`config.mk`:
```
export PLATFORM = sky130hd
export DESIGN_NAME = mem_stage_flat
export DESIGN_NICKNAME = d
export VERILOG_FILES = /design/src/rtl/core_pkg.sv /design/src/rtl/mem_stage_if.sv /design/src/rtl/mem_stage_timeout_ctr.sv /design/src/rtl/mem_stage.sv /design/src/flat_wrapper.sv
export SDC_FILE = /design/constraint.sdc
export NUM_CORES = 1
export LEC_CHECK = 0
export ABC_AREA = 1
export CAP_MARGIN = 25
export CORE_MARGIN = 2
export CORE_UTILIZATION = 40
export DETAILED_ROUTE_END_ITERATION = 10
export PLACE_DENSITY_LB_ADDON = 0.3
export SLEW_MARGIN = 20
export SYNTH_ARGS = -nofsm -noshare
export SYNTH_HDL_FRONTEND = slang
export SYNTH_SLANG_ARGS = --single-unit
```
`constraint.sdc`:
```
create_clock -name clk -period 1.9 [get_ports clk]
set_input_delay 0.475 -clock clk [delete_from_list [all_inputs] [get_ports clk]]
set_output_delay 0.475 -clock clk [all_outputs]
set_load 0.01 [all_outputs]
```
`src/rtl/core_pkg.sv`:
```
// core_pkg: definitions shared by the RV32 pipeline stages.
//   XLEN         - datapath width
//   ALU_*        - alu_op encodings, defined only here
//   mem_state_t  - MEM stage data-memory sequencer states
//   is_mem_op()  - true for ops that use the data-memory port
package core_pkg;

    localparam int XLEN = 32;

    localparam logic [3:0] ALU_ADD = 4'b0000;
    localparam logic [3:0] ALU_LW  = 4'b1000;
    localparam logic [3:0] ALU_SW  = 4'b1001;

    typedef enum logic {
        MEM_IDLE = 1'b0,
        MEM_BUSY = 1'b1
    } mem_state_t;

    function automatic logic is_mem_op(input logic [3:0] op);
        return (op == ALU_LW) || (op == ALU_SW);
    endfunction

endpackage

```
`src/rtl/mem_stage_if.sv`:
```
// mem_stage_if: req/ack data-memory port.
//   dmem_req   - request, held until ack or abort
//   dmem_we    - 1 = store, 0 = load
//   dmem_addr  - byte address (always word aligned when req is high)
//   dmem_wdata - store data
//   dmem_rdata - load data, valid with dmem_ack
//   dmem_ack   - one-cycle completion strobe
// master: the pipeline side; slave: the memory side.
interface mem_stage_if;
    import core_pkg::*;

    logic            dmem_req;
    logic            dmem_we;
    logic [XLEN-1:0] dmem_addr;
    logic [XLEN-1:0] dmem_wdata;
    logic [XLEN-1:0] dmem_rdata;
    logic            dmem_ack;

    modport master (
        output dmem_req, dmem_we, dmem_addr, dmem_wdata,
        input  dmem_rdata, dmem_ack
    );

    modport slave (
        input  dmem_req, dmem_we, dmem_addr, dmem_wdata,
        output dmem_rdata, dmem_ack
    );

endinterface

```
`src/rtl/mem_stage_timeout_ctr.sv`:
```
// mem_timeout_ctr: cycle counter for an outstanding data-memory request.
//   clk, reset  - clock, synchronous active-high reset
//   i_clear     - restart count at 0 (request issued)
//   i_enable    - count this cycle (waiting for ack)
//   o_expire    - count has reached TIMEOUT-1
module mem_timeout_ctr #(
    parameter int TIMEOUT = 16
) (
    input  logic clk,
    input  logic reset,
    input  logic i_clear,
    input  logic i_enable,
    output logic o_expire
);

    localparam int CW = (TIMEOUT > 2) ? $clog2(TIMEOUT) : 1;

    logic [CW-1:0] r_count;

    always_ff @(posedge clk) begin
        if (reset) begin
            r_count <= '0;
        end else if (i_clear) begin
            r_count <= '0;
        end else if (i_enable) begin
            r_count <= r_count + 1'b1;
        end
    end

    assign o_expire = (r_count == CW'(TIMEOUT - 1));

endmodule

```
`src/rtl/mem_stage.sv`:
```
// mem_stage: MEM stage of the RV32 pipeline, downstream of EX/MEM.
//   clk, reset            - clock, synchronous active-high reset
//   in_rd_addr/we/data    - destination register and EX result
//   in_mem_addr, in_op_2  - LW/SW byte address and store data
//   in_alu_op             - op code; LW/SW handled here
//   stall                 - combinational hold for EX/MEM and upstream
//   dmem                  - req/ack data-memory port (master side)
//   wb_rd_addr/we/data    - registered MEM/WB outputs
//   mem_err               - one-cycle pulse on misaligned access or timeout
//
// state    | meaning
// MEM_IDLE | no transfer in flight; non-mem ops pass straight to WB
// MEM_BUSY | request outstanding, waiting for ack or timeout
module mem_stage
    import core_pkg::*;
#(
    parameter int TIMEOUT = 16
) (
    input  logic            clk,
    input  logic            reset,
    input  logic [4:0]      in_rd_addr,
    input  logic            in_rd_we,
    input  logic [XLEN-1:0] in_rd_data,
    input  logic [XLEN-1:0] in_mem_addr,
    input  logic [3:0]      in_alu_op,
    input  logic [XLEN-1:0] in_op_2,
    output logic            stall,
    mem_stage_if.master     dmem,
    output logic [4:0]      wb_rd_addr,
    output logic            wb_rd_we,
    output logic [XLEN-1:0] wb_rd_data,
    output logic            mem_err
);

    mem_state_t      r_state;
    logic            r_dmem_req;
    logic            r_dmem_we;
    logic [XLEN-1:0] r_dmem_addr;
    logic [XLEN-1:0] r_dmem_wdata;
    logic [4:0]      r_ld_rd;
    logic [4:0]      r_wb_rd_addr;
    logic            r_wb_rd_we;
    logic [XLEN-1:0] r_wb_rd_data;
    logic            r_mem_err;

    logic w_is_mem;
    logic w_misaligned;
    logic w_issue;
    logic w_busy;
    logic w_wait;
    logic w_expire;

    assign w_is_mem     = is_mem_op(in_alu_op);
    assign w_misaligned = |in_mem_addr[1:0];
    assign w_busy       = (r_state == MEM_BUSY);
    assign w_issue      = !w_busy && w_is_mem && !w_misaligned;
    assign w_wait       = w_busy && !dmem.dmem_ack;

    // The last waiting cycle releases the stall so EX/MEM advances on the abort edge.
    assign stall = w_issue || (w_wait && !w_expire);

    mem_timeout_ctr #(
        .TIMEOUT (TIMEOUT)
    ) u_timeout (
        .clk      (clk),
        .reset    (reset),
        .i_clear  (w_issue),
        .i_enable (w_wait),
        .o_expire (w_expire)
    );

    always_ff @(posedge clk) begin
        if (reset) begin
            r_state      <= MEM_IDLE;
            r_dmem_req   <= 1'b0;
            r_dmem_we    <= 1'b0;
            r_dmem_addr  <= '0;
            r_dmem_wdata <= '0;
            r_ld_rd      <= '0;
            r_wb_rd_addr <= '0;
            r_wb_rd_we   <= 1'b0;
            r_wb_rd_data <= '0;
            r_mem_err    <= 1'b0;
        end else begin
            r_mem_err <= 1'b0;
            case (r_state)
                MEM_IDLE: begin
                    if (!w_is_mem) begin
                        r_wb_rd_addr <= in_rd_addr;
                        r_wb_rd_we   <= in_rd_we;
                        r_wb_rd_data <= in_rd_data;
                    end else begin
                        r_wb_rd_we <= 1'b0;
                        if (w_misaligned) begin
                            r_mem_err <= 1'b1;
                        end else begin
                            r_dmem_req   <= 1'b1;
                            r_dmem_we    <= (in_alu_op == ALU_SW);
                            r_dmem_addr  <= in_mem_addr;
                            r_dmem_wdata <= in_op_2;
                            r_ld_rd      <= in_rd_addr;
                            r_state      <= MEM_BUSY;
                        end
                    end
                end
                MEM_BUSY: begin
                    r_wb_rd_we <= 1'b0;
                    // Ack takes priority over an expiring timeout on the same cycle.
                    if (dmem.dmem_ack) begin
                        r_dmem_req <= 1'b0;
                        r_state    <= MEM_IDLE;
                        if (!r_dmem_we) begin
                            r_wb_rd_addr <= r_ld_rd;
                            r_wb_rd_we   <= 1'b1;
                            r_wb_rd_data <= dmem.dmem_rdata;
                        end
                    end else if (w_expire) begin
                        r_dmem_req <= 1'b0;
                        r_mem_err  <= 1'b1;
                        r_state    <= MEM_IDLE;
                    end
                end
            endcase
        end
    end

    assign dmem.dmem_req   = r_dmem_req;
    assign dmem.dmem_we    = r_dmem_we;
    assign dmem.dmem_addr  = r_dmem_addr;
    assign dmem.dmem_wdata = r_dmem_wdata;
    assign wb_rd_addr      = r_wb_rd_addr;
    assign wb_rd_we        = r_wb_rd_we;
    assign wb_rd_data      = r_wb_rd_data;
    assign mem_err         = r_mem_err;

endmodule

```
`src/flat_wrapper.sv`:
```
// flat-port wrapper written by rule: the top's interface ports become plain ports
module mem_stage_flat import core_pkg::*;
#(
    parameter int TIMEOUT = 16
)
  (clk, reset, in_rd_addr, in_rd_we, in_rd_data, in_mem_addr, in_alu_op, in_op_2, stall, wb_rd_addr, wb_rd_we, wb_rd_data, mem_err, dmem_dmem_req, dmem_dmem_we, dmem_dmem_addr, dmem_dmem_wdata, dmem_dmem_rdata, dmem_dmem_ack);
  mem_stage_if dmem_i ();
  input  logic clk;
  input  logic reset;
  input  logic [4:0] in_rd_addr;
  input  logic in_rd_we;
  input  logic [XLEN-1:0] in_rd_data;
  input  logic [XLEN-1:0] in_mem_addr;
  input  logic [3:0] in_alu_op;
  input  logic [XLEN-1:0] in_op_2;
  output logic stall;
  output logic [4:0] wb_rd_addr;
  output logic wb_rd_we;
  output logic [XLEN-1:0] wb_rd_data;
  output logic mem_err;
  output wire logic [$bits(dmem_i.dmem_req)-1:0] dmem_dmem_req;
  output wire logic [$bits(dmem_i.dmem_we)-1:0] dmem_dmem_we;
  output wire logic [$bits(dmem_i.dmem_addr)-1:0] dmem_dmem_addr;
  output wire logic [$bits(dmem_i.dmem_wdata)-1:0] dmem_dmem_wdata;
  input wire logic [$bits(dmem_i.dmem_rdata)-1:0] dmem_dmem_rdata;
  input wire logic [$bits(dmem_i.dmem_ack)-1:0] dmem_dmem_ack;
  assign dmem_dmem_req = dmem_i.dmem_req;
  assign dmem_dmem_we = dmem_i.dmem_we;
  assign dmem_dmem_addr = dmem_i.dmem_addr;
  assign dmem_dmem_wdata = dmem_i.dmem_wdata;
  assign dmem_i.dmem_rdata = dmem_dmem_rdata;
  assign dmem_i.dmem_ack = dmem_dmem_ack;
  mem_stage #(.TIMEOUT(TIMEOUT)) u_core (.clk(clk), .reset(reset), .in_rd_addr(in_rd_addr), .in_rd_we(in_rd_we), .in_rd_data(in_rd_data), .in_mem_addr(in_mem_addr), .in_alu_op(in_alu_op), .in_op_2(in_op_2), .stall(stall), .dmem(dmem_i), .wb_rd_addr(wb_rd_addr), .wb_rd_we(wb_rd_we), .wb_rd_data(wb_rd_data), .mem_err(mem_err));
endmodule
```
==> summary.txt <==
Timing
  – Fin. max-slew vios: 0
  – Tmin final: 1.85 ns
  – Max-slew headroom: 78.9%
  – Least-Margin Pin Slew: 0.317 ns
  – Setup Viol. Count Final: 0
  – Hold slack: 0.433 ns
  – Hold Vio Cnt, Final: 0
  – RSZ-0062 raised after global routing: no
  – Final Skew: 0.00403 ns
  – Max Clk Rate: 0.541 GHz
  – Final worst-path cycle share: 97.2%

Routing
  – Final WL: 14.6 mm
  – Routed Antenna Nets: 0
  – Number of DRC markers in iteration 0: 232
  – Post-route DRC: 0
  – Wirelength per Cell: 11.4 µm
  – Via count: 5566
  – Drt first pass iters: 5
  – Via/cell ratio: 4.34

Worst setup path
  – Slowest-stage cell, CP: clkdlybuf4s50_1
  – Kind of critical path: in -> out
  – CP max stage delay: 0.47 ns
  – Crit path capture type: output port
  – Crit-path leading delay family: buffers and inverters
  – Crit path buffers/inverters: 3
  – Reg2Reg Launch Point: u_core.r_state
  – Worst r2r path cells: 8
  – RR Endpoint: u_core.dmem.dmem_wdata[15]
  – Crit path cell chain: clkdlybuf4s50_1, inv_2, nand2_2, nor2_1, nand2_1, nand2_1, buf_6
  – Reg2Reg Setup Slack: 0.31 ns
  – Worst setup SP type: primary input
  – Crit. Startpoint: in_mem_addr[0]
  – Worst setup path endpoint: stall
  – Arrival @ worst endpoint: 1.37 ns
  – Top cell by count, worst path: nand2_1
  – WP depth: 7
  – Crit-path max FO: 2
  – WP data required: 1.42 ns

Clock network
  – Clk_lat worst skew: 0.41 ns
  – CTS buffer count: 17
  – TritonCTS clock tree: yes
  – Clk slew on worst S/H paths: 0.05 ns
  – H-tree depth: 4
  – Clock sinks: 115
  – CTS root buf: clkbuf_16
  – Clock buffer depth: 2

Global route
  – Total gr overflow: 0
  – Pin count of the biggest net entering global routing: 51
  – Initial antenna violation count: 0
  – Global-route wire length before repair: 24.3 mm
  – Vias in the first global route: 5197
  – Gr usage total: 21.2%

Yosys
  – Seq cells post-synth: 115
  – Avg Inst Size Synth: 6.35 µm²
  – Netlist Area Pre-Place: 5360 µm²
  – Netlist cell types: 21
  – Sequential area share after synthesis: 43.0%
  – Syn_nets: 986
  – Cells after synthesis: 844
  – Ys Warns: 0

Floorplanning
  – Chip width: 120 µm
  – Ports: 247
  – # rows: 42
  – Die Ht: 120 µm
  – Die area: 14300 µm²
  – Core area: 13100 µm²
  – Initial core utilization: 40.8%

Layout
  – Core Util, Final: 66.4%
  – Share of cells above drive strength 1: 7.50%
  – Antenna fix cells: 0
  – Commonest non-fill, non-tap cell in the layout: nand2_1
  – Cell Count, Final, Fillers Out: 1283
  – Number of fill cells: 1219
  – # nets final: 1236
  – Area Growth Syn to Fin: 63.0%
  – Commonest non-fill, non-tap cells in the layout: nand2_1, clkdlybuf4s50_1, nor2_1, dfxtp_1, inv_1

Hold path
  – Min-delay worst type: reg -> reg

Job
  – Max-cap check violation count: 0

Pwr
  – Pwr dens: 809 nW/µm²
  – LEAKAGE: 3.98 nW
  – Max VDD drop: 538 µV

Placed design
  – Detailed placement HPWL: 10.6 mm
  – Placed insts: 1246
  – I/O Buffers: 246
  – Placer Congestion: 0.818

Run status
  – Status: finished clean
## worst reg2reg max path: stages, from the launching register on
cell	delay (ns)
dfxtp_1	0.35
inv_4	0.06
buf_4	0.27
nand3_2	0.15
nor2_4	0.21
buf_12	0.26
nand2_1	0.09
nand2_1	0.07
nor2_1	0.04
## state kept, by name, indices dropped and copies added (netlist names)
| signal | cells |
|---|---|
| u_core.dmem.dmem_wdata | 32 |
| u_core.wb_rd_we | 1 |
| u_core.dmem.dmem_req | 1 |
| u_core.u_timeout.r_count | 4 |
| u_core.dmem.dmem_we | 1 |
| u_core.r_ld_rd | 5 |
| u_core.wb_rd_data | 32 |
| u_core.wb_rd_addr | 5 |
| u_core.dmem.dmem_addr | 32 |
| u_core.mem_err | 1 |
| u_core.r_state | 1 |
## cell families after synthesis
group	Yosys count	share of synthesized area, %
adders and majority gates	1	0.234
AOI/OAI and AO/OA	52	4.86
xor gates and xnor gates	1	0.164
and+or+nand+nor	508	37.1
DFF	115	43.0
buffers and inverters	167	14.7
## power breakdown
| part | leakage, nW | switching [W] | internal, W |
|---|---|---|---|
| combinational | 2.73 | 0.000380 | 0.000555 |
| sequential | 0.940 | 0.0000423 | 0.00251 |
| clock | 0.314 | 0.00115 | 0.00243 |
## area by class of cell
cell class / count / area, µm² / share of cell area (%)
clock buffer: 20 / 467 / 5.35
clock inverter: 12 / 203 / 2.32
inverter: 116 / 439 / 5.03
multi-input combinational: 562 / 2290 / 26.2
sequential: 115 / 2300 / 26.4
tap: 176 / 220 / 2.52
timing repair buffer: 282 / 2810 / 32.2
## what timing repair did
action / CTS / global route
hold endpoints to repair: 0 / 0
gates resized for setup: 10 / 7
pin swaps: 3 / 2
hold buffers: 0 / 0
endpoints found under the setup margin: 1 / 6
setup buffers: 5 / 0
gates cloned: 0 / 0
## Yosys cell counts
cell type,instances,area share (%)
inv_4,1,0.12
nand2_1,284,20
nor3_1,1,0.093
xor2_1,1,0.16
or2_2,1,0.12
dfxtp_1,115,43
buf_6,16,3.4
nand3_2,1,0.19
a21oi_1,42,3.9
nand3b_1,1,0.14
nand3_1,46,4.3
nor2_4,1,0.21
o21ai_0,10,0.93
clkbuf_1,9,0.63
ha_1,1,0.23
buf_2,15,1.4
inv_1,114,8.0
inv_2,1,0.070
buf_4,5,0.70
buf_1,6,0.42
nor2_1,173,12
## metrics by stage
| stage | cell area (µm²) | setup WS, ns | total power [W] | setup TNS (ns) |
|---|---|---|---|---|
| detailed placement | 8000 | -0.570 | 0.00353 | -13.40 |
| CTS | 8710 | 0.00778 | 0.00713 | 0 |
| floorplan | 5360 | 0.415 | 0.00298 | 0 |
| finish | 8730 | 0.0528 | 0.00706 | 0 |
| global route | 8730 | 0.00143 | 0.00737 | 0 |
| global placement | 8000 | -0.569 | 0.00352 | -11.64 |
## routing by layer
metal  global-route usage, %  vias up  part of all wire (%)
met5                       0        -                     0
met2                    34.8      172                    46
met3                    8.98       27                   9.4
li1                        -     2984                     -
met4                    9.71        0                   2.7
met1                    23.8     2383                    42
## how the worst min path moves through the flow
stage,start,endpoint,cells after the start
CTS,u_core.dmem.dmem_addr[0],u_core.dmem.dmem_addr[0],2
finish,u_core.dmem.dmem_addr[0],u_core.dmem.dmem_addr[0],2
floorplan,u_core.r_ld_rd[0],u_core.r_ld_rd[0],2
global route,u_core.dmem.dmem_addr[1],u_core.dmem.dmem_addr[1],2
detailed placement,u_core.dmem.dmem_addr[1],u_core.dmem.dmem_addr[1],2
global placement,u_core.dmem.dmem_addr[0],u_core.dmem.dmem_addr[0],2
Power figures use the tool's default switching activity.
